<file path="config.mk">
export PLATFORM = sky130hd
export DESIGN_NAME = ir_beacon_detect_flat
export DESIGN_NICKNAME = d
export VERILOG_FILES = /design/src/rtl/ir_beacon_detect_if.sv /design/src/rtl/ir_beacon_detect.sv /design/src/flat_wrapper.sv
export SDC_FILE = /design/constraint.sdc
export NUM_CORES = 1
export LEC_CHECK = 0
export ABC_AREA = 0
export CAP_MARGIN = 25
export CORE_MARGIN = 1.5
export CORE_UTILIZATION = 43
export DETAILED_ROUTE_END_ITERATION = 8
export SLEW_MARGIN = 20
export SYNTH_ARGS = -nofsm -noshare
export SYNTH_HDL_FRONTEND = slang
export SYNTH_SLANG_ARGS = --single-unit
</file>
<file path="constraint.sdc">
create_clock -name clk -period 3.5 [get_ports clk]
set_clock_uncertainty 0.1 [all_clocks]
set_input_delay 0.525 -clock clk [delete_from_list [all_inputs] [get_ports clk]]
set_output_delay 0.525 -clock clk [all_outputs]
set_load 0.005 [all_outputs]
</file>
<file path="src/rtl/ir_beacon_detect_if.sv">
// ir_beacon_detect_if: bundles the raw IR lines and the detector results.
//   ir_raw      : raw asynchronous receiver outputs, one bit per channel
//   IR          : registered beacon-present flags
//   window_done : one-cycle pulse at each window evaluation
//   last_count  : edge counts of the last window, ch0 low, ch1 high
// master is the detector side, slave is the consumer/driver side.
interface ir_beacon_detect_if #(
    parameter int CNT_W = 8
);
    logic [1:0]         ir_raw;
    logic [1:0]         IR;
    logic               window_done;
    logic [2*CNT_W-1:0] last_count;

    modport master (
        input  ir_raw,
        output IR,
        output window_done,
        output last_count
    );

    modport slave (
        output ir_raw,
        input  IR,
        input  window_done,
        input  last_count
    );
endinterface

</file>
<file path="src/rtl/ir_beacon_detect.sv">
// ir_beacon_detect: measures IR pulse rate per channel over a gate window and
// applies hit/miss hysteresis to produce the beacon-present flags.
//   clk   : system clock
//   reset : synchronous, active-low reset
//   bus   : master side of ir_beacon_detect_if (ir_raw in; IR, window_done,
//           last_count out)
module ir_beacon_detect #(
    parameter int GATE_CYCLES = 100000,
    parameter int CNT_W       = 8,
    parameter int EDGE_MIN    = 4,
    parameter int EDGE_MAX    = 8,
    parameter int HITS_REQ    = 3,
    parameter int MISS_REQ    = 3
) (
    input  logic                clk,
    input  logic                reset,
    ir_beacon_detect_if.master  bus
);
    localparam int WW = (GATE_CYCLES > 1) ? $clog2(GATE_CYCLES) : 1;
    localparam logic [WW-1:0]    WLAST = WW'(GATE_CYCLES - 1);
    localparam logic [CNT_W-1:0] CMAX  = '1;
    localparam logic [CNT_W-1:0] EMIN  = CNT_W'(EDGE_MIN);
    localparam logic [CNT_W-1:0] EMAX  = CNT_W'(EDGE_MAX);
    localparam logic [3:0]       HREQ  = 4'(HITS_REQ);
    localparam logic [3:0]       MREQ  = 4'(MISS_REQ);

    localparam logic [1:0] ABSENT  = 2'd0;
    localparam logic [1:0] ACQUIRE = 2'd1;
    localparam logic [1:0] PRESENT = 2'd2;
    localparam logic [1:0] LOSING  = 2'd3;

    logic [1:0]            sync1_q, sync1_d, sync2_q, sync2_d, prev_q, prev_d;
    logic [WW-1:0]         wcnt_q, wcnt_d;
    logic [1:0][CNT_W-1:0] ecnt_q, ecnt_d, last_q, last_d, total;
    logic [1:0][1:0]       state_q, state_d;
    logic [1:0][3:0]       streak_q, streak_d, streak_inc;
    logic [1:0]            edge_det, hit;
    logic                  wend, done_q, done_d;

    always_comb begin
        sync1_d  = bus.ir_raw;
        sync2_d  = sync1_q;
        prev_d   = sync2_q;
        edge_det = sync2_q & ~prev_q;
        wend     = wcnt_q == WLAST;
        wcnt_d   = wend ? '0 : wcnt_q + 1'b1;
        done_d   = wend;
        for (int c = 0; c < 2; c++) begin
            // total is the saturating count including this cycle's edge; it also
            // serves as the next ecnt so an edge in the last cycle stays in window
            total[c]      = (ecnt_q[c] == CMAX) ? CMAX : ecnt_q[c] + CNT_W'(edge_det[c]);
            hit[c]        = total[c] >= EMIN && total[c] <= EMAX;
            ecnt_d[c]     = wend ? '0 : total[c];
            last_d[c]     = wend ? total[c] : last_q[c];
            streak_inc[c] = streak_q[c] + 4'd1;
            state_d[c]    = state_q[c];
            streak_d[c]   = streak_q[c];
            if (wend) begin
                case (state_q[c])
                    ABSENT: begin
                        state_d[c]  = hit[c] ? ACQUIRE : ABSENT;
                        streak_d[c] = hit[c] ? 4'd1 : 4'd0;
                    end
                    ACQUIRE: begin
                        state_d[c]  = !hit[c] ? ABSENT : (streak_inc[c] == HREQ) ? PRESENT : ACQUIRE;
                        streak_d[c] = (hit[c] && streak_inc[c] != HREQ) ? streak_inc[c] : 4'd0;
                    end
                    PRESENT: begin
                        state_d[c]  = hit[c] ? PRESENT : LOSING;
                        streak_d[c] = hit[c] ? 4'd0 : 4'd1;
                    end
                    default: begin
                        state_d[c]  = hit[c] ? PRESENT : (streak_inc[c] == MREQ) ? ABSENT : LOSING;
                        streak_d[c] = (!hit[c] && streak_inc[c] != MREQ) ? streak_inc[c] : 4'd0;
                    end
                endcase
            end
        end
    end

    always_ff @(posedge clk) begin
        if (!reset) begin
            sync1_q  <= '0;
            sync2_q  <= '0;
            prev_q   <= '0;
            wcnt_q   <= '0;
            ecnt_q   <= '0;
            last_q   <= '0;
            state_q  <= {ABSENT, ABSENT};
            streak_q <= '0;
            done_q   <= 1'b0;
        end else begin
            sync1_q  <= sync1_d;
            sync2_q  <= sync2_d;
            prev_q   <= prev_d;
            wcnt_q   <= wcnt_d;
            ecnt_q   <= ecnt_d;
            last_q   <= last_d;
            state_q  <= state_d;
            streak_q <= streak_d;
            done_q   <= done_d;
        end
    end

    // PRESENT and LOSING are the only encodings with bit 1 set
    assign bus.IR          = {state_q[1][1], state_q[0][1]};
    assign bus.window_done = done_q;
    assign bus.last_count  = last_q;
endmodule

</file>
<file path="src/flat_wrapper.sv">
// flat-port wrapper written by rule: the top's interface ports become plain ports
module ir_beacon_detect_flat 
#(
    parameter int GATE_CYCLES = 100000,
    parameter int CNT_W       = 8,
    parameter int EDGE_MIN    = 4,
    parameter int EDGE_MAX    = 8,
    parameter int HITS_REQ    = 3,
    parameter int MISS_REQ    = 3
)
  (clk, reset, bus_ir_raw, bus_IR, bus_window_done, bus_last_count);
  ir_beacon_detect_if #(.CNT_W(CNT_W)) bus_i ();
  input  logic clk;
  input  logic reset;
  input wire logic [$bits(bus_i.ir_raw)-1:0] bus_ir_raw;
  output wire logic [$bits(bus_i.IR)-1:0] bus_IR;
  output wire logic [$bits(bus_i.window_done)-1:0] bus_window_done;
  output wire logic [$bits(bus_i.last_count)-1:0] bus_last_count;
  assign bus_i.ir_raw = bus_ir_raw;
  assign bus_IR = bus_i.IR;
  assign bus_window_done = bus_i.window_done;
  assign bus_last_count = bus_i.last_count;
  ir_beacon_detect #(.GATE_CYCLES(GATE_CYCLES), .CNT_W(CNT_W), .EDGE_MIN(EDGE_MIN), .EDGE_MAX(EDGE_MAX), .HITS_REQ(HITS_REQ), .MISS_REQ(MISS_REQ)) u_core (.clk(clk), .reset(reset), .bus(bus_i));
endmodule
</file>
# [Word level (Yosys, flattened, before mapping)]
# Cells that the tools add are included.
[totals] out_inout_bits=19 reg_bits=68
[op_classes] addsub=5 muxes=26 reduce_logical=11 n_eq_ne=11 order_cmp=4 n_bitwise=3
[op_table] op="4-bit one-hot mux with 3 select lines" n=2
[op_table] op="17-bit by 1-bit adder with 17-bit output, second input constant" n=1
[op_table] op="17-bit == test, second input constant" n=1
[op_table] op="8-bit by 1-bit adder with 8-bit output" n=2
[op_table] op="8-bit == test, second input constant" n=2
[op_table] op="8-bit by 3-bit >= comparator with 1-bit output, second input constant" n=2
[op_table] op="8-bit by 4-bit less-or-equal comparator with 1-bit output, second input constant" n=2
[op_table] op="2-bit 2-to-1 mux" n=8
[op_table] op="4-bit 2-to-1 mux" n=4
[op_table] op="8-bit 2-to-1 mux" n=2
[op_table] op="2-bit one-hot mux with 3 select lines" n=2
[op_table] op="4-bit by 1-bit adder with 4-bit output, second input constant" n=2
[op_table] op="4-bit by 2-bit == test with 1-bit output, second input constant" n=2
[op_table] op="1-bit 2-to-1 mux" n=8
[op_table] op="4-bit by 2-bit != test with 1-bit output, second input constant" n=2
[op_table] op="1-bit logical AND" n=6
[op_table] op="2-bit by 1-bit == test with 1-bit output, second input constant" n=2
[op_table] op="2-bit == test, second input constant" n=2
[op_table] op="2-bit logical NOT" n=2
[op_table] op="2-bit AND" n=1
[op_table] op="1-bit logical NOT" n=2
[op_table] op="2-bit inverter" n=1
[op_table] op="2-bit OR reduction" n=1
[op_table] op="1-bit inverter" n=1

# [Depth between registers and ports, before layout]
[logic_depth] ltp_word=10 mapped_depth=10

# [Worst setup path after synthesis]
# Ideal clock, no wire load.
[synth_timing] path_type="reg2reg" start="register u_core.sync2_q[1] (netlist: u_core.prev_d[1])" end="register u_core.state_q, in the netlist u_core.bus.IR[1]" setup_slack_ns=0.928 required_time_ns=3.330 t_arrival_ns=2.402 path_stages_with_launch=10 n_path_buf=0 cell_sequence="dfxtp_1 > nor2b_1 > ha_1 > ha_1 > nand4bb_1 > a211o_1 > a31o_2 > a211o_1 > or3_1 > a21boi_1"
[synth_between] elab_chain_len=7 elab_cells_between_ends=9 classes_between="add/sub: 1; order compare: 2; mux: 4; bitwise: 1; reduce/logical: 1"
[synth_rtl] element="start, declared" line_no="ir_beacon_detect.sv:32" source="logic [1:0] sync1_q, sync1_d, sync2_q, sync2_d, prev_q, prev_d;"
[synth_rtl] element="start signal, assigned" line_no="ir_beacon_detect.sv:94" source="sync2_q <= sync2_d;"
[synth_rtl] element="2-bit AND (*)" line_no="ir_beacon_detect.sv:44" source="edge_det = sync2_q & ~prev_q;"
[synth_rtl] element="8-bit by 1-bit adder with 8-bit output (*)" line_no="ir_beacon_detect.sv:51" source="total[c] = (ecnt_q[c] == CMAX) ? CMAX : ecnt_q[c] + CNT_W'(edge_det[c]);"
[synth_rtl] element="8-bit 2-to-1 mux (*)" line_no="ir_beacon_detect.sv:51"
[synth_rtl] element="8-bit by 3-bit >= comparator with 1-bit output or 8-bit by 4-bit less-or-equal comparator with 1-bit output (tied branches)" line_no="ir_beacon_detect.sv:52" source="hit[c] = total[c] >= EMIN && total[c] <= EMAX;"
[synth_rtl] element="1-bit logical AND (*)" line_no="ir_beacon_detect.sv:52"
[synth_rtl] element="2-bit 2-to-1 mux (on tied branches)" line_no="ir_beacon_detect.sv:73, ir_beacon_detect.sv:65"
[synth_rtl] element="2-bit one-hot mux with 3 select lines (*)" line_no="ir_beacon_detect.sv:59" source="case (state_q[c])"
[synth_rtl] element="end signal, assigned" line_no="ir_beacon_detect.sv:89" source="state_q <= {ABSENT, ABSENT};"
[synth_rtl] element="end signal, assigned" line_no="ir_beacon_detect.sv:99" source="state_q <= state_d;"
[synth_rtl] element="end, declared" line_no="ir_beacon_detect.sv:35" source="logic [1:0][1:0] state_q, state_d;"
# Every way passes the cells marked *; elsewhere a longest branch is shown, timed or not.
# A chain may end at the register's enable or synchronous reset.

# [Worst setup path after layout]
[layout_timing] start="register u_core.sync2_q[0] (netlist: u_core.prev_d[0])" end="register u_core.streak_q[0] (netlist name)"
[layout_between] elab_chain_len=9 elab_cells_between_ends=14 classes_between="add/sub: 1; order compare: 2; mux: 6; bitwise: 1; reduce/logical: 4"
[layout_rtl] element="2-bit AND (*)" line_no="ir_beacon_detect.sv:44"
[layout_rtl] element="8-bit by 1-bit adder with 8-bit output (*)" line_no="ir_beacon_detect.sv:51"
[layout_rtl] element="8-bit 2-to-1 mux (*)" line_no="ir_beacon_detect.sv:51"
[layout_rtl] element="8-bit by 3-bit >= comparator with 1-bit output or 8-bit by 4-bit less-or-equal comparator with 1-bit output (tied branches)" line_no="ir_beacon_detect.sv:52"
[layout_rtl] element="1-bit logical AND (*)" line_no="ir_beacon_detect.sv:52"
[layout_rtl] element="1-bit logical NOT"
[layout_rtl] element="1-bit logical AND" line_no="ir_beacon_detect.sv:74" source="streak_d[c] = (!hit[c] && streak_inc[c] != MREQ) ? streak_inc[c] : 4'd0;"
[layout_rtl] element="4-bit 2-to-1 mux" line_no="ir_beacon_detect.sv:74"
[layout_rtl] element="4-bit one-hot mux with 3 select lines (*)" line_no="ir_beacon_detect.sv:59"
[layout_rtl] element="end signal, assigned" line_no="ir_beacon_detect.sv:100" source="streak_q <= streak_d;"
[layout_rtl] element="end, declared" line_no="ir_beacon_detect.sv:36" source="logic [1:0][3:0] streak_q, streak_d, streak_inc;"
# Marked as above.

==> summary.md <==
| Metric | Value |
|---|---|
| Post-synthesis instance area | `3340 µm²` |
| Status | `completed` |
| Placed cell count | `495` |
| Worst Hold Class | `register to register` |
| Row count | `31` |
| Area Growth Syn to Fin | `13.7%` |
| Top cell type's share of synthesized area | `40.7%` |
| Leakage | `between 1 and 1.5 nW` |
| Sequential fraction of the synthesis area | `40.7%` |
| Crit path max fanout | `9` |
| Commonest cells post-synth | `dfxtp_1 (68), nor2_1 (50), nand2_1 (43)` |
| Final Hold Fails | `0` |
| Max VDD drop | `224 µV` |
| Post-Synthesis Cells | `388` |
| Most frequent cell after synthesis | `dfxtp_1` |
| Placed cell area | `3610 µm²` |
| RSZ-0062 raised after global routing | `false` |
| Largest net degree at the start of global routing | `30` |
| Antenna violations before repair | `0` |
| Post-layout min period | `2.76 ns` |
| Hpwl dp | `4.89 mm` |
| # DRC | `0` |
| Routed Antenna Nets | `0` |
| Clock Path Buffers | `2` |
| Worst hold margin | `~0.33 ns` |
| Finish-stage setup viols | `0` |
| Setup TNS | `0 ns` |
| Drt first pass iters | `4` |
| Max stage delay on crit path | `0.48 ns` |
| Top_reg_cell synth | `dfxtp_1` |
| CTS tree | `built` |
| Port bufs | `22` |
| Worst slew pin tran | `0.579 ns` |
| Cell with the most instances on the worst path | `ha_1` |
| Die area | `approximately 8300 µm²` |
| CP Launch Type | `register` |
| Core footprint | `7370 µm²` |
| Post-CTS Setup Bufs | `0` |
| First-pass GRT wire length | `11.9 mm` |
| Total Routing Usage GR | `17.9%` |
| 1st-iter DRT viols | `137` |
| Final setup margin | `0.740 ns` |
| CTS Hold Bufs | `0` |
| Clock root cell | `clkbuf_8` |
| Endpoint arrival time on the critical path | `2.88 ns` |
| Slew Viols, Final | `0` |
| Via-per-instance ratio | `between 5 and 6` |
| Clock latency on the worst-skew pair | `between 0.3 and 0.4 ns` |
| Layout Cells excl Fill | `509` |
| Worst path slowest cell | `or3b_2` |
| Post-layout instance area | `3800 µm²` |
| Number of CTS-inserted buffers | `9` |
| Chip height | `91.2 µm` |
| Share of synthesized registers carrying an async set or reset | `0%` |
| Crit path kind | `register to register` |
| GRT overflow | `0` |
| Synth unique cells | `61` |
| DR vias | `2678` |
| EDFF count, synth | `0` |
| Synth top area cells | `dfxtp_1 (41%), nor2_1 (5.6%), nand2_1 (4.8%), nand3_1 (3.4%), xor2_1 (3.4%)` |
| Part of the cycle the worst path needs | `78.9%` |
| Post-CTS sizing | `0` |
| Setup WS pre-CTS | `0.781 ns` |
| Layout Nets | `420` |
| Req. time, crit path | `3.62 ns` |
| Ant. Diodes | `0` |
| Max-capacitance violation count | `0` |
| Max Clk Rate | `0.362 GHz` |
| # IOs | `23` |
| Flops & latches, synth | `68` |
| Vias in the first global route | `2508` |
| Rel. slew slack | `between 60% and 70%` |
| Power Density | `385 nW/µm²` |
| Post-synth net total | `401` |
| GPL Wtd Cong | `0.841` |
| Yosys top cell by area | `dfxtp_1` |
| Clock transition at path regs | `0.07 ns` |
| CTS sink cnt | `68` |
| Die span in x | `91.2 µm` |
| Final WL | `6.96 mm` |
| Syn avg cell area | `8.62 µm²` |
| Cells along the critical path | `nor2b_1 > ha_1 > ha_1 > or3b_2 > a21boi_0 > o22a_1 > a31oi_1 > nor2_1 > o22ai_1` |
| Synth warn | `0` |
| CP endpoint kind | `register` |
| H-tree level count | `3` |
| Layout cells sized above 1 | `8.05%` |
| DR WL/cell | `13.7 µm` |
| Initial Util | `45.4%` |
critical path, delay by kind of cell, from the launching register on:
| kind | cells | cell delay [ns] |
|---|---|---|
| flip-flops | 1 | 0.32 |
| AND/OR/NAND/NOR | 3 | 0.88 |
| adder cells (fa/ha/maj) | 2 | 0.67 |
| AO/OA/AOI/OAI | 4 | 0.66 |
area by class of cell:
class	instances	area, µm²
Clock buffer	12	155
Clock inverter	2	35.0
Fill cell	719	3570
Inverter	11	41.3
Multi-Input combinational cell	291	1840
Sequential cell	68	1360
Tap cell	99	124
Timing Repair Buffer	26	250
registers in the layout, summed over array words and instances (netlist names), 2 cells and up:
signal,flops
u_core.state_q,2
u_core.sync1_q,2
u_core.bus.IR,2
u_core.bus.last_count,16
u_core.wcnt_q,17
u_core.prev_q,2
u_core.ecnt_q,16
u_core.streak_q,8
u_core.prev_d,2
logic make-up (layout without fill, tap and decap cells):
logic type	Yosys count	after routing	synth area share, %
AOI/OAI and AO/OA	63	63	14.5
xor gates and xnor gates	23	23	6.02
adders and majority gates	9	9	3.37
buffers and inverters	29	51	4.56
DFF	68	68	40.7
muxes	5	5	1.53
and+or+nand+nor	191	191	29.3
power by group:
part	leakage, nW	switching, mW	internal, mW
combinational	0.822	0.0209	0.0135
sequential	0.549	0.00559	0.781
clock	0.0983	0.284	0.359
layer usage:
metal / global-route usage (%) / vias to the layer above / wire length [µm]
met1: 24.6 / 1208 / 3610
met5: 0 / - / 0
met3: 3.77 / 11 / 264
met4: 7.16 / 0 / 112
li1: - / 1401 / -
met2: 27.2 / 58 / 2970
cells in the final DEF (no fill, tap or decap), types with 6 or more instances in the layout:
| cell | Yosys | layout |
|---|---|---|
| and2_1 | 17 | 17 |
| and3_1 | 8 | 8 |
| clkbuf_8 | 0 | 11 |
| clkdlybuf4s50_1 | 0 | 22 |
| dfxtp_1 | 68 | 68 |
| ha_1 | 9 | 9 |
| inv_1 | 11 | 11 |
| nand2_1 | 43 | 43 |
| nand3_1 | 23 | 23 |
| nand4_1 | 8 | 8 |
| nor2_1 | 50 | 50 |
| nor2b_1 | 7 | 7 |
| nor3_1 | 8 | 8 |
| o211a_1 | 9 | 9 |
| o21ai_0 | 6 | 6 |
| xnor2_1 | 10 | 10 |
| xor2_1 | 13 | 13 |
final timing paths:
| path | from | endpoint | slack [ns] | cells past startpoint |
|---|---|---|---|---|
| worst max-delay path | u_core.prev_d[0] | u_core.streak_q[0] | 0.74 | 9 |
| worst min-delay path | u_core.sync1_q[1] | u_core.prev_d[1] | 0.33 | 1 |
| worst max register to register | u_core.prev_d[0] | u_core.streak_q[0] | 0.74 | 9 |
| worst min register to register | u_core.sync1_q[1] | u_core.prev_d[1] | 0.33 | 1 |
per-stage QoR:
step	util (%)	power, mW
global placement	49.0	0.838
CTS	51.6	1.48
global route	51.6	1.51
detailed placement	49.0	0.839
floorplan	-	0.828
finish	51.6	1.46
Note: power is estimated with default switching activity, not from simulation.
